--- config.mk ---
export PLATFORM = sky130hd
export DESIGN_NAME = order_msg_router
export DESIGN_NICKNAME = d
export VERILOG_FILES = /design/src/rtl/order_msg_router.sv
export SDC_FILE = /design/constraint.sdc
export NUM_CORES = 1
export LEC_CHECK = 0
export ABC_AREA = 1
export CAP_MARGIN = 20
export CORE_AREA = 4 4 367 369
export CTS_BUF_LIST = sky130_fd_sc_hd__clkbuf_4 sky130_fd_sc_hd__clkbuf_8
export DETAILED_ROUTE_END_ITERATION = 10
export DIE_AREA = 0 0 371 373
export GPL_ROUTABILITY_DRIVEN = 1
export SYNTH_ARGS = -nofsm -noshare
export SYNTH_HDL_FRONTEND = slang
export SYNTH_SLANG_ARGS = --single-unit
--- constraint.sdc ---
create_clock -name clk -period 2.6 [get_ports clk]
set_clock_uncertainty 0.15 [all_clocks]
set_input_delay 0.52 -clock clk [delete_from_list [all_inputs] [get_ports clk]]
set_output_delay 0.52 -clock clk [all_outputs]
set_load 0.05 [all_outputs]
--- src/rtl/order_msg_router.sv ---
// order_msg_router
// Pops 320-bit exchange message words from the ingress FIFO. Each word is decoded
// into a command for one of NUM_STOCKS per-stock order-book channels.
// The datapath has two stages:
//   s0      one decode register that holds a single command or a single drop
//   stage 1 one holding register per channel, which drives that channel's out_* slice
// Commands leave strictly in arrival order. A stalled channel therefore blocks every
// command queued behind it, whatever that command's target.
//
// stage | meaning
// s0    | one decoded word (command or drop) waiting to be routed
// ch[i] | command presented on channel i until out_ready[i]
module order_msg_router #(
    parameter int                         NUM_STOCKS = 4,
    parameter logic [NUM_STOCKS*32-1:0]   STOCK_IDS  = {32'd400, 32'd300, 32'd200, 32'd100},
    parameter int                         CNT_W      = 16
) (
    input  logic                      clk,
    input  logic                      resetn,
    input  logic                      in_valid,
    input  logic [319:0]              in_data,
    output logic                      in_ready,
    output logic [NUM_STOCKS-1:0]     out_valid,
    input  logic [NUM_STOCKS-1:0]     out_ready,
    output logic [NUM_STOCKS*32-1:0]  out_order_id,
    output logic [NUM_STOCKS*32-1:0]  out_quantity,
    output logic [NUM_STOCKS*64-1:0]  out_price,
    output logic [NUM_STOCKS*8-1:0]   out_side,
    output logic [NUM_STOCKS*3-1:0]   out_type,
    output logic [CNT_W-1:0]          cnt_accepted,
    output logic [CNT_W-1:0]          cnt_drop_stock,
    output logic [CNT_W-1:0]          cnt_drop_type
);

    localparam int IDX_W = (NUM_STOCKS > 1) ? $clog2(NUM_STOCKS) : 1;

    localparam logic [2:0] CMD_ADD = 3'b001;
    localparam logic [2:0] CMD_DEC = 3'b010;
    localparam logic [2:0] CMD_DEL = 3'b100;

    // Field extraction from the word at the FIFO head
    logic [7:0]  in_type_byte;
    logic [31:0] in_order_id;
    logic [31:0] in_stock_id;
    logic [7:0]  in_side;
    logic [31:0] in_quantity;
    logic [63:0] in_price;

    assign in_type_byte = in_data[319:312];
    assign in_order_id  = in_data[247:216];
    assign in_stock_id  = in_data[183:152];
    assign in_side      = in_data[151:144];
    assign in_quantity  = in_data[143:112];
    assign in_price     = in_data[111:48];

    logic [2:0]       dec_cmd;
    logic             dec_type_ok;
    logic             dec_hit;
    logic [IDX_W-1:0] dec_tgt;

    // Type decode
    always_comb begin
        dec_cmd     = 3'b000;
        dec_type_ok = 1'b1;
        case (in_type_byte)
            8'h53:   dec_cmd = CMD_ADD;
            8'h45:   dec_cmd = CMD_DEC;
            8'h44:   dec_cmd = CMD_DEL;
            default: dec_type_ok = 1'b0;
        endcase
    end

    // Stock match.
    // The scan runs from the top index down, so the lowest matching slot is the one
    // that finally lands in dec_tgt.
    always_comb begin
        dec_hit = 1'b0;
        dec_tgt = '0;
        for (int i = NUM_STOCKS - 1; i >= 0; i--) begin
            if (in_stock_id == STOCK_IDS[32*i +: 32]) begin
                dec_hit = 1'b1;
                dec_tgt = IDX_W'(i);
            end
        end
    end

    // Stage 0 state
    logic             s0_valid;
    logic             s0_drop_stock;
    logic             s0_drop_type;
    logic [IDX_W-1:0] s0_tgt;
    logic [2:0]       s0_cmd;
    logic [31:0]      s0_order_id;
    logic [31:0]      s0_quantity;
    logic [63:0]      s0_price;
    logic [7:0]       s0_side;

    // Stage 1 state
    logic [NUM_STOCKS-1:0] ch_valid;
    logic [31:0]           ch_order_id [NUM_STOCKS];
    logic [31:0]           ch_quantity [NUM_STOCKS];
    logic [63:0]           ch_price    [NUM_STOCKS];
    logic [7:0]            ch_side     [NUM_STOCKS];
    logic [2:0]            ch_cmd      [NUM_STOCKS];

    logic s0_drop;
    logic s0_advance;
    logic pop;

    assign s0_drop = s0_drop_stock | s0_drop_type;

    // s0 can move on when it holds a drop, or when its target register is free or
    // draining in this cycle. in_ready therefore depends combinationally on out_ready.
    assign s0_advance = s0_valid &&
                        (s0_drop || !ch_valid[s0_tgt] || out_ready[s0_tgt]);
    assign in_ready   = resetn && (!s0_valid || s0_advance);
    assign pop        = in_valid && in_ready;

    // Decode register: loads on a pop, empties when it advances without a reload
    always_ff @(posedge clk or negedge resetn) begin
        if (!resetn) begin
            s0_valid      <= 1'b0;
            s0_drop_stock <= 1'b0;
            s0_drop_type  <= 1'b0;
            s0_tgt        <= '0;
            s0_cmd        <= 3'b000;
            s0_order_id   <= '0;
            s0_quantity   <= '0;
            s0_price      <= '0;
            s0_side       <= '0;
        end else if (pop) begin
            s0_valid      <= 1'b1;
            s0_drop_type  <= !dec_type_ok;
            // A word that fails both checks is counted only as a type drop.
            s0_drop_stock <= dec_type_ok && !dec_hit;
            s0_tgt        <= dec_tgt;
            s0_cmd        <= dec_cmd;
            s0_order_id   <= in_order_id;
            s0_quantity   <= in_quantity;
            s0_price      <= in_price;
            s0_side       <= in_side;
        end else if (s0_advance) begin
            s0_valid      <= 1'b0;
        end
    end

    // Channel holding registers.
    // A register reloads from s0 or clears on a consumer handshake. Its payload is
    // left untouched when it clears.
    always_ff @(posedge clk or negedge resetn) begin
        if (!resetn) begin
            ch_valid <= '0;
            for (int i = 0; i < NUM_STOCKS; i++) begin
                ch_order_id[i] <= '0;
                ch_quantity[i] <= '0;
                ch_price[i]    <= '0;
                ch_side[i]     <= '0;
                ch_cmd[i]      <= '0;
            end
        end else begin
            for (int i = 0; i < NUM_STOCKS; i++) begin
                if (s0_advance && !s0_drop && (s0_tgt == IDX_W'(i))) begin
                    ch_valid[i]    <= 1'b1;
                    ch_order_id[i] <= s0_order_id;
                    ch_quantity[i] <= s0_quantity;
                    ch_price[i]    <= s0_price;
                    ch_side[i]     <= s0_side;
                    ch_cmd[i]      <= s0_cmd;
                end else if (ch_valid[i] && out_ready[i]) begin
                    ch_valid[i]    <= 1'b0;
                end
            end
        end
    end

    // Saturating statistics counters, bumped as s0 advances
    always_ff @(posedge clk or negedge resetn) begin
        if (!resetn) begin
            cnt_accepted   <= '0;
            cnt_drop_stock <= '0;
            cnt_drop_type  <= '0;
        end else if (s0_advance) begin
            if (!s0_drop && (cnt_accepted != '1))
                cnt_accepted <= cnt_accepted + CNT_W'(1);
            if (s0_drop_stock && (cnt_drop_stock != '1))
                cnt_drop_stock <= cnt_drop_stock + CNT_W'(1);
            if (s0_drop_type && (cnt_drop_type != '1))
                cnt_drop_type <= cnt_drop_type + CNT_W'(1);
        end
    end

    assign out_valid = ch_valid;

    // Pack the per-channel registers onto the flat output buses
    always_comb begin
        out_order_id = '0;
        out_quantity = '0;
        out_price    = '0;
        out_side     = '0;
        out_type     = '0;
        for (int i = 0; i < NUM_STOCKS; i++) begin
            out_order_id[32*i +: 32] = ch_order_id[i];
            out_quantity[32*i +: 32] = ch_quantity[i];
            out_price[64*i +: 64]    = ch_price[i];
            out_side[8*i +: 8]       = ch_side[i];
            out_type[3*i +: 3]       = ch_cmd[i];
        end
    end

endmodule

==> metrics, run 1 <==
status=finished with violations; violated checks=setup timing; Die X=371 µm; Worst R2R Path Depth=13; DIE AREA=138000 µm²; Routed WL=104 mm; CP delay by family, top=flip-flops; layout cell share with drive strength beyond 1=11.5%; antenna-violating nets left=0; initial antenna violation count=11; Mean Syn Cell Area=9.86 µm²; clk slew on worst S/H paths=~50 ps; Num CTS Buffers=138; Main synth FF type=dfrtp_1; relative slew slack=a little over a quarter; Layout area overhead=48.3%; drt wl/cell=~18 µm; CP peak stage delay=480 ps; GR Overflow Total=0; root buf cell=clkbuf_8; DPL Wire Length=76.1 mm; Synth area leaders=dfrtp_1, o21ai_0, nand2_1, inv_1, buf_2; synth unique cells=26; Max VDD drop=about 0.00057 V; post-synth top area cell=dfrtp_1; initial DRC count=1585; Max Clk Rate=0.367 GHz; crit path max-delay cell type=dfrtp_2; largest net degree at the start of global routing=174; PnR worst setup slack=-128 ps; number of port buffers=791; Crit Reg-Reg Endpoint=out_quantity[84]; max-capacitance violation count=0; crit end category=output port; row cnt=133; Worst Tran Pin Value=1110 ps; die height=373 µm; Post-synth EDFFs=0; YS warnings=0; Clock Sinks=752; Hold Vio Cnt, Final=0; final period utilization=105%; Seq cells post-synth=752; Worst Hold Class=in2reg; WP data arrival=slightly above 2000 ps; final core utilization=approximately a third; worst skew pair latency=820 ps; Max Slew Vio Count=0; H-tree Lvls=4; Static Leak=0.0210 µW; flop2flop setup slack=230 ps; Crit path depth=9; min Tclk post-route=2730 ps; post-synth net total=roughly 3200; final instance area=41900 µm²; I/O pin cnt=936; RSZ-0062 raised after global routing=true; synthesized area=28200 µm²; CP most frequent cell=nand2_2; setup violators final=1; Post-synth top cells=nand2_1, dfrtp_1, o21ai_0; Vias/cell=4.11; nets@finish=4140; post-synthesis sequential area ratio=66.7%; vias in the first global route=23500; TritonRoute pass-1 iters=7; placed instance area=39000 µm²; total number of vias=around 23000; cell breakdown of the critical path=inv_4 > nor2_4 > nand2_2 > nand2_2 > nor2_4 > nand3_2 > nand2_2 > inv_2 > buf_12; setup total negative slack=-128 ps; critical path required time=1930 ps; Critical Path End=in_ready; first-pass GRT wire length=155 mm; GRT Resource Usage Total=14.7%; Post-synth ARST share=100%; critical path class=reg2out; CORE AREA=131000 µm²; Pwr Density=811 nW/µm²; cell count after synthesis=2863; Max Root-Sink Buffers=3; DRC=0; CP startpoint=s0_tgt[0]; Worst setup SP type=flip-flop; most numerous cell in the Yosys netlist=nand2_1; final weighted congestion in routability-driven placement=0.817; Synth top area share=around 67%; critical path buffer and inverter count=3; Initial Utilization=a little over a fifth; FF-to-FF Start=s0_tgt[1]; CTS tree=built; Max FO, Critical Path=8
sequential cells by signal (all words and copies together), names as in the netlist, 2 cells and up:
| signal | cells |
|---|---|
| out_price | 256 |
| out_order_id | 128 |
| out_quantity | 128 |
| s0_price | 64 |
| out_side | 32 |
| s0_order_id | 32 |
| s0_quantity | 32 |
| cnt_accepted | 16 |
| cnt_drop_stock | 16 |
| cnt_drop_type | 16 |
| out_type | 12 |
| s0_side | 8 |
| out_valid | 4 |
| s0_cmd | 3 |
| s0_tgt | 2 |
cell families after synthesis:
kind of cell | Yosys count | share of synthesized area [%]
AOI/OAI and AO/OA | 732 | 13.0
xor gates and xnor gates | 45 | 1.40
adders and majority gates | 3 | 0.133
buffers and inverters | 352 | 5.29
DFF | 752 | 66.7
and+or+nand+nor | 979 | 13.5
cells in the final DEF, fill, tap and decap left out, types with 10 or more instances in the layout:
cell and instances:
clkdlybuf4s15_2 23, o21ai_0 726, nor2_1 53, buf_12 39, xor2_1 27, xnor2_1 18
buf_4 123, dfrtp_1 750, clkbuf_4 37, nand2_1 842, clkdlybuf4s50_1 181, nand3_1 33
clkbuf_8 173, dlygate4sd3_1 44, clkdlybuf4s15_1 13, clkinv_2 10, dlygate4sd2_1 543, nor3_1 24
inv_1 188
layer usage:
metal  global-route usage (%)  wire [µm]  up-vias
li1                         -          -    11100
met1                     18.0      42800    11200
met2                     23.9      48500      840
met3                     6.07      10500      126
met4                     4.31       1840        8
met5                        0         61        -
worst register-to-register path: stages (launching register included):
cell	delay, ps
dfrtp_2	500
nor2_4	140
nand2_1	70
nand3_2	90
nor2_4	40
buf_4	120
buf_4	130
a21oi_4	140
buf_12	140
nand3_4	90
buf_12	180
buf_12	210
nand2_1	140
o21ai_0	90
per-stage QoR:
step | cells | setup WS [ps] | power (µW) | hold slack, ps
floorplan | 2863 | 288 | 18800 | 74.4
global placement | 5373 | -62.3 | 22600 | 215
detailed placement | 5373 | -81.1 | 22700 | 217
CTS | 5663 | -256 | 34600 | 0.0111
global route | 5666 | -317 | 35700 | 26.1
finish | 5669 | -128 | 34000 | 121
layout make-up:
| type | instances | area, µm² |
|---|---|---|
| Antenna cell | 5 | 12.5 |
| Sequential cell | 752 | 18800 |
| Inverter | 192 | 723 |
| Multi-Input combinational cell | 1759 | 8010 |
| Tap cell | 1755 | 2200 |
| Fill cell | 13800 | 89200 |
| Timing Repair Buffer | 967 | 9120 |
| Clock buffer | 210 | 2660 |
| Clock inverter | 29 | 344 |
worst min path at each step:
stage | from | to | slack [ps] | cells past startpoint
2_1_floorplan | resetn | cnt_accepted[0] | 70 | 0
3_3_place_gp | resetn | out_quantity[93] | 220 | 1
3_5_place_dp | resetn | out_quantity[93] | 220 | 1
4_1_cts | in_data[100] | s0_price[52] | 0.01 | 3
5_1_grt | in_data[84] | s0_price[36] | 30 | 3
6_report | in_data[65] | s0_price[17] | 120 | 3
what timing repair did:
action	CTS	global route
setup endpoints to repair	580	1
cloned	0	0
buffers inserted	7	1
hold buffers	44	0
pin swaps	3	3
endpoints found under the hold margin	478	0
gates resized for setup	655	3
power breakdown:
group          internal [µW]  switching [µW]  total, µW
Sequential             13000             702      13700
Clock                   6970            5290      12300
Combinational           1970            6050       8010
Total                  21900           12000      34000
Note: power is estimated with default switching activity, not from simulation.
==> run 2: changes to the inputs <==
--- a/config.mk
+++ b/config.mk
@@ -7,11 +7,13 @@
 export LEC_CHECK = 0
 export ABC_AREA = 1
 export CAP_MARGIN = 20
-export CORE_AREA = 4 4 367 369
+export CORE_AREA = 2 2 365 367
 export CTS_BUF_LIST = sky130_fd_sc_hd__clkbuf_4 sky130_fd_sc_hd__clkbuf_8
+export CTS_CLUSTER_DIAMETER = 200
 export DETAILED_ROUTE_END_ITERATION = 10
-export DIE_AREA = 0 0 371 373
+export DIE_AREA = 0 0 367 369
 export GPL_ROUTABILITY_DRIVEN = 1
 export SYNTH_ARGS = -nofsm -noshare
 export SYNTH_HDL_FRONTEND = slang
 export SYNTH_SLANG_ARGS = --single-unit
+export TNS_END_PERCENT = 30
==> metrics, run 2 (same netlist as run 1, synthesis figures left out) <==
Clock power frac=35.2%; root buf cell=clkbuf_8; Worst setup SP type=flip-flop; Worst Hold Class=in2reg; worst hold margin=119 ps; GR Overflow Total=0; I/O pin cnt=936; CP peak stage delay=510 ps; die height=approximately 370 µm; Max VDD drop=0.000663 V; WP data arrival=2170 ps; Worst Tran Pin Value=just over 800 ps; antenna-violating nets left=0; Vias/cell=approximately 4.1; Switching Fraction=35.9%; Num CTS Buffers=135; CTS tree=built; CORE AREA=roughly 130000 µm²; initial DRC count=1551; Worst R2R Path Depth=12; final weighted congestion in routability-driven placement=0.839; max reg flops=256; most frequent cells in the layout=nand2_1, dfrtp_1, o21ai_0, dlygate4sd2_1, inv_1; violated checks=setup timing; critical path required time=1930 ps; Routed WL=~100 mm; Net Switching=12000 µW; Max Clk Rate=0.353 GHz; Clock Sinks=752; total number of vias=23400; vias in the first global route=23300; Max Slew Vio Count=0; cell breakdown of the critical path=nor2_4 > nand2_1 > nand2_2 > nor2_4 > nand3_4 > nand2_8 > inv_4 > buf_12; DPL Wire Length=74.1 mm; CP delay by family, top=simple AND/OR/NAND/NOR gates; largest net degree at the start of global routing=117; relative slew slack=a little under half; H-tree Lvls=4; GRT Resource Usage Total=14.7%; layout cell share with drive strength beyond 1=about 11%; status=finished with violations; critical path buffer and inverter count=2; Crit path depth=8; setup violators final=1; Die X=367 µm; CP most frequent cell=nor2_4; DIE AREA=135000 µm²; Pwr Density=798 nW/µm²; setup total negative slack=-236 ps; Post-Place Worst Slack=-311 ps; Hold Vio Cnt, Final=0; row cnt=about 130; clk slew on worst S/H paths=60 ps; Power Internal=21400 µW; Worst Hold Path Cells=3; Max FO, Critical Path=7; Static Leak=0.0210 µW; min Tclk post-route=2840 ps; first-pass GRT wire length=151 mm; Flop pwr share=40.9%; worst skew pair latency=830 ps; nets@finish=4139; initial antenna violation count=12; Layout area overhead=48.3%; commonest non-fill, non-tap cell in the layout=nand2_1; DRC=0; drt wl/cell=17.8 µm; crit end category=output port; Max Root-Sink Buffers=3; RSZ-0062 raised after global routing=true; TritonRoute pass-1 iters=5; PnR worst setup slack=-236 ps; final period utilization=109%; combinational share of power=23.9%; crit path max-delay cell type=dfrtp_2; Initial Utilization=approximately 22%; critical path class=reg2out; max-capacitance violation count=0; number of port buffers=791
-- run 2: through the flow --
stage / power (µW) / std cells / utilization [%] / cell area, µm²
2_1_floorplan: 18800 / 2863 / - / 28200
3_3_place_gp: 22500 / 5383 / 29.9 / 39200
3_5_place_dp: 22600 / 5383 / 29.9 / 39200
4_1_cts: 34000 / 5659 / 31.9 / 41800
5_1_grt: 35100 / 5666 / 31.9 / 41900
6_report: 33400 / 5670 / 31.9 / 41900
-- run 2: what timing repair did --
item,CTS,global route
gates resized for setup,665,8
pin swaps,4,6
hold buffers,38,0
hold endpoints to repair,300,0
setup buffers,4,3
setup endpoints to repair,589,5
-- run 2: area by class of cell --
type	count	area, µm²
diodes	8	20.0
clock buffers	207	2550
clock inverters	28	308
fillers	13800	89300
inverters	192	723
multi-input cells	1759	8030
flip-flops and latches	752	18800
well taps	1755	2200
repair buffers	969	9230
-- run 2: path summary, 6_finish.rpt --
| path | startpoint | end | slack [ps] |
|---|---|---|---|
| min in group asynchronous | resetn | cnt_accepted[10] | 180 |
| max in group asynchronous | resetn | out_price[247] | 1090 |
| setup reg to reg | s0_tgt[0] | out_side[21] | 180 |
| setup / recovery | s0_tgt[1] | in_ready | -240 |
| hold reg to reg | out_order_id[70] | out_order_id[70] | 330 |
| hold / removal | in_data[104] | s0_price[56] | 120 |
-- run 2: metal layers --
layer / vias up / global-route usage [%] / part of all wire, %
met3: 175 / 6.41 / 10
met4: 14 / 5.08 / 2.7
met1: 11100 / 17.6 / 41
met5: - / 0 / 0.098
li1: 11100 / - / -
met2: 875 / 23.5 / 46
-- run 2: tightest hold or removal path, delay by kind of cell --
| family | cells | cell delay, ps |
|---|---|---|
| buffers and inverters | 1 | 390 |
| AOI/OAI and AO/OA | 1 | 70 |
| and+or+nand+nor | 1 | 60 |
-- run 2: power by group through the flow --
stage	Clock, µW	Combinational [µW]	Sequential (µW)
floorplan	0	1400	17400
global placement	0	8640	13900
detailed placement	0	8690	13900
CTS	12200	8090	13700
global route	12700	8530	13800
finish	11800	7990	13700
==> run 3: changes to the inputs <==
--- a/config.mk
+++ b/config.mk
@@ -13,6 +13,7 @@
 export DETAILED_ROUTE_END_ITERATION = 10
 export DIE_AREA = 0 0 367 369
 export GPL_ROUTABILITY_DRIVEN = 1
+export RECOVER_POWER = 100
 export SYNTH_ARGS = -nofsm -noshare
 export SYNTH_HDL_FRONTEND = slang
 export SYNTH_SLANG_ARGS = --single-unit
==> metrics, run 3 (same netlist as run 1, synthesis figures left out) <==
nets@finish=4139; Layout area overhead=48.1%; Worst Tran Pin Value=1370 ps; critical path required time=1930 ps; Max VDD drop=0.000663 V; layout cell share with drive strength beyond 1=11.3%; Switching Fraction=35.9%; Routed WL=approximately 100 mm; WP data arrival=2190 ps; PnR worst setup slack=-260 ps; GRT Resource Usage Total=about 15%; root buf cell=clkbuf_8; largest net degree at the start of global routing=between 100 and 150; initial antenna violation count=12; Pwr Density=800 nW/µm²; DPL Wire Length=74.1 mm; DIE AREA=around 140000 µm²; Worst R2R Path Depth=12; antenna-violating nets left=0; H-tree Lvls=4; Initial Utilization=21.5%; max reg flops=256; Worst Hold Class=in2reg; vias in the first global route=~23000; final period utilization=110%; FF-to-FF Start=s0_tgt[0]; final core utilization=31.9%; row cnt=133; Max Root-Sink Buffers=3; first-pass GRT wire length=between 150 and 200 mm; combinational share of power=a little under a quarter; violated checks=setup timing; die height=369 µm; number of port buffers=791; Power Internal=21400 µW; crit end category=output port; Clock Sinks=roughly 750; I/O pin cnt=936; worst skew pair latency=830 ps; Critical Path End=in_ready; Flop pwr share=between 40 and 50%; Vias/cell=slightly above 4; setup violators final=1; DRC=0; CP startpoint=s0_drop_stock; worst hold margin=119 ps; Max FO, Critical Path=2; Max Slew Vio Count=0; Worst setup SP type=flip-flop; TritonRoute pass-1 iters=7; CTS tree=built; max-capacitance violation count=0; initial DRC count=roughly 1500; min Tclk post-route=2860 ps; relative slew slack=8.84%; total number of vias=23300; flop2flop setup slack=180 ps; Crit Reg-Reg Endpoint=out_side[21]; commonest non-fill, non-tap cell in the layout=nand2_1; GR Overflow Total=0; status=finished with violations; Die X=367 µm; critical path class=reg2out; drt wl/cell=17.8 µm; final weighted congestion in routability-driven placement=roughly 0.84; area used by multi-input combinational logic=roughly 8000 µm²; Static Leak=0.0210 µW; RSZ-0062 raised after global routing=true; Reg area=18800 µm²; clk slew on worst S/H paths=60 ps; final-layout fill cell count=13800; Num CTS Buffers=135; CORE AREA=131000 µm²; Clock power frac=35.2%; Max Clk Rate=0.350 GHz; Hold Vio Cnt, Final=0; most frequent cells in the layout=nand2_1, dfrtp_1, o21ai_0, dlygate4sd2_1, inv_1; Net Switching=12000 µW
run 3: through the flow:
step / TNS (ps) / instance area (µm²) / setup slack [ps] / std cells / total power, µW
after CTS: -411 / 41800 / -411 / 5659 / 34000
final: -260 / 41800 / -260 / 5669 / 33400
after floorplan: 0 / 28200 / 288 / 2863 / 18800
after global placement: -34150 / 39200 / -315 / 5383 / 22500
after detailed placement: -31940 / 39200 / -311 / 5383 / 22600
after global routing: -797 / 41800 / -428 / 5666 / 35000
run 3: layout make-up:
cell class / count / area share (%)
clock buffers: 207 / 6.10
multi-input cells: 1759 / 19.2
clock inverters: 28 / 0.736
diodes: 7 / 0.0419
flip-flops and latches: 752 / 45.0
repair buffers: 969 / 21.9
inverters: 192 / 1.73
well taps: 1755 / 5.25
run 3: power groups by stage:
stage                     registers, µW  logic, µW  clock network, µW
after floorplan                   17400       1400                  0
after global placement            13900       8640                  0
after detailed placement          13900       8690                  0
after CTS                         13700       8090              12200
after global routing              13800       8510              12700
final                             13700       7970              11800
run 3: how the worst min path moves through the flow:
stage / from / endpoint / slack [ps] / depth (start not counted)
6_report: in_data[104] / s0_price[56] / 120 / 3
2_1_floorplan: resetn / cnt_accepted[0] / 70 / 0
5_1_grt: in_data[114] / s0_quantity[2] / 8 / 3
4_1_cts: in_data[114] / s0_quantity[2] / 0.2 / 3
3_3_place_gp: out_price[16] / out_price[16] / 310 / 2
3_5_place_dp: out_quantity[6] / out_quantity[6] / 320 / 2
run 3: timing repair:
action / CTS / global route
gates resized for setup: 665 / 8
hold buffers: 38 / 0
buffers inserted: 4 / 3
endpoints found under the hold margin: 300 / 0
setup endpoints to repair: 589 / 5
pin swaps: 4 / 6
run 3: per-layer routing:
layer | track usage, % | part of all wire (%) | up-vias | wire, µm
met5 | 0 | 0.098 | - | 99
met4 | 5.08 | 2.7 | 14 | 2740
met3 | 6.41 | 10 | 174 | 10400
met2 | 23.5 | 46 | 850 | 46600
met1 | 17.6 | 41 | 11100 | 41300
li1 | - | - | 11100 | -
run 3: critical path, stage by stage (launching register included):
cell	delay, ps
dfrtp_1	390
nor2_2	270
nand2_2	110
nor2_4	170
nand3_4	130
nand2_8	120
inv_4	40
buf_12	140
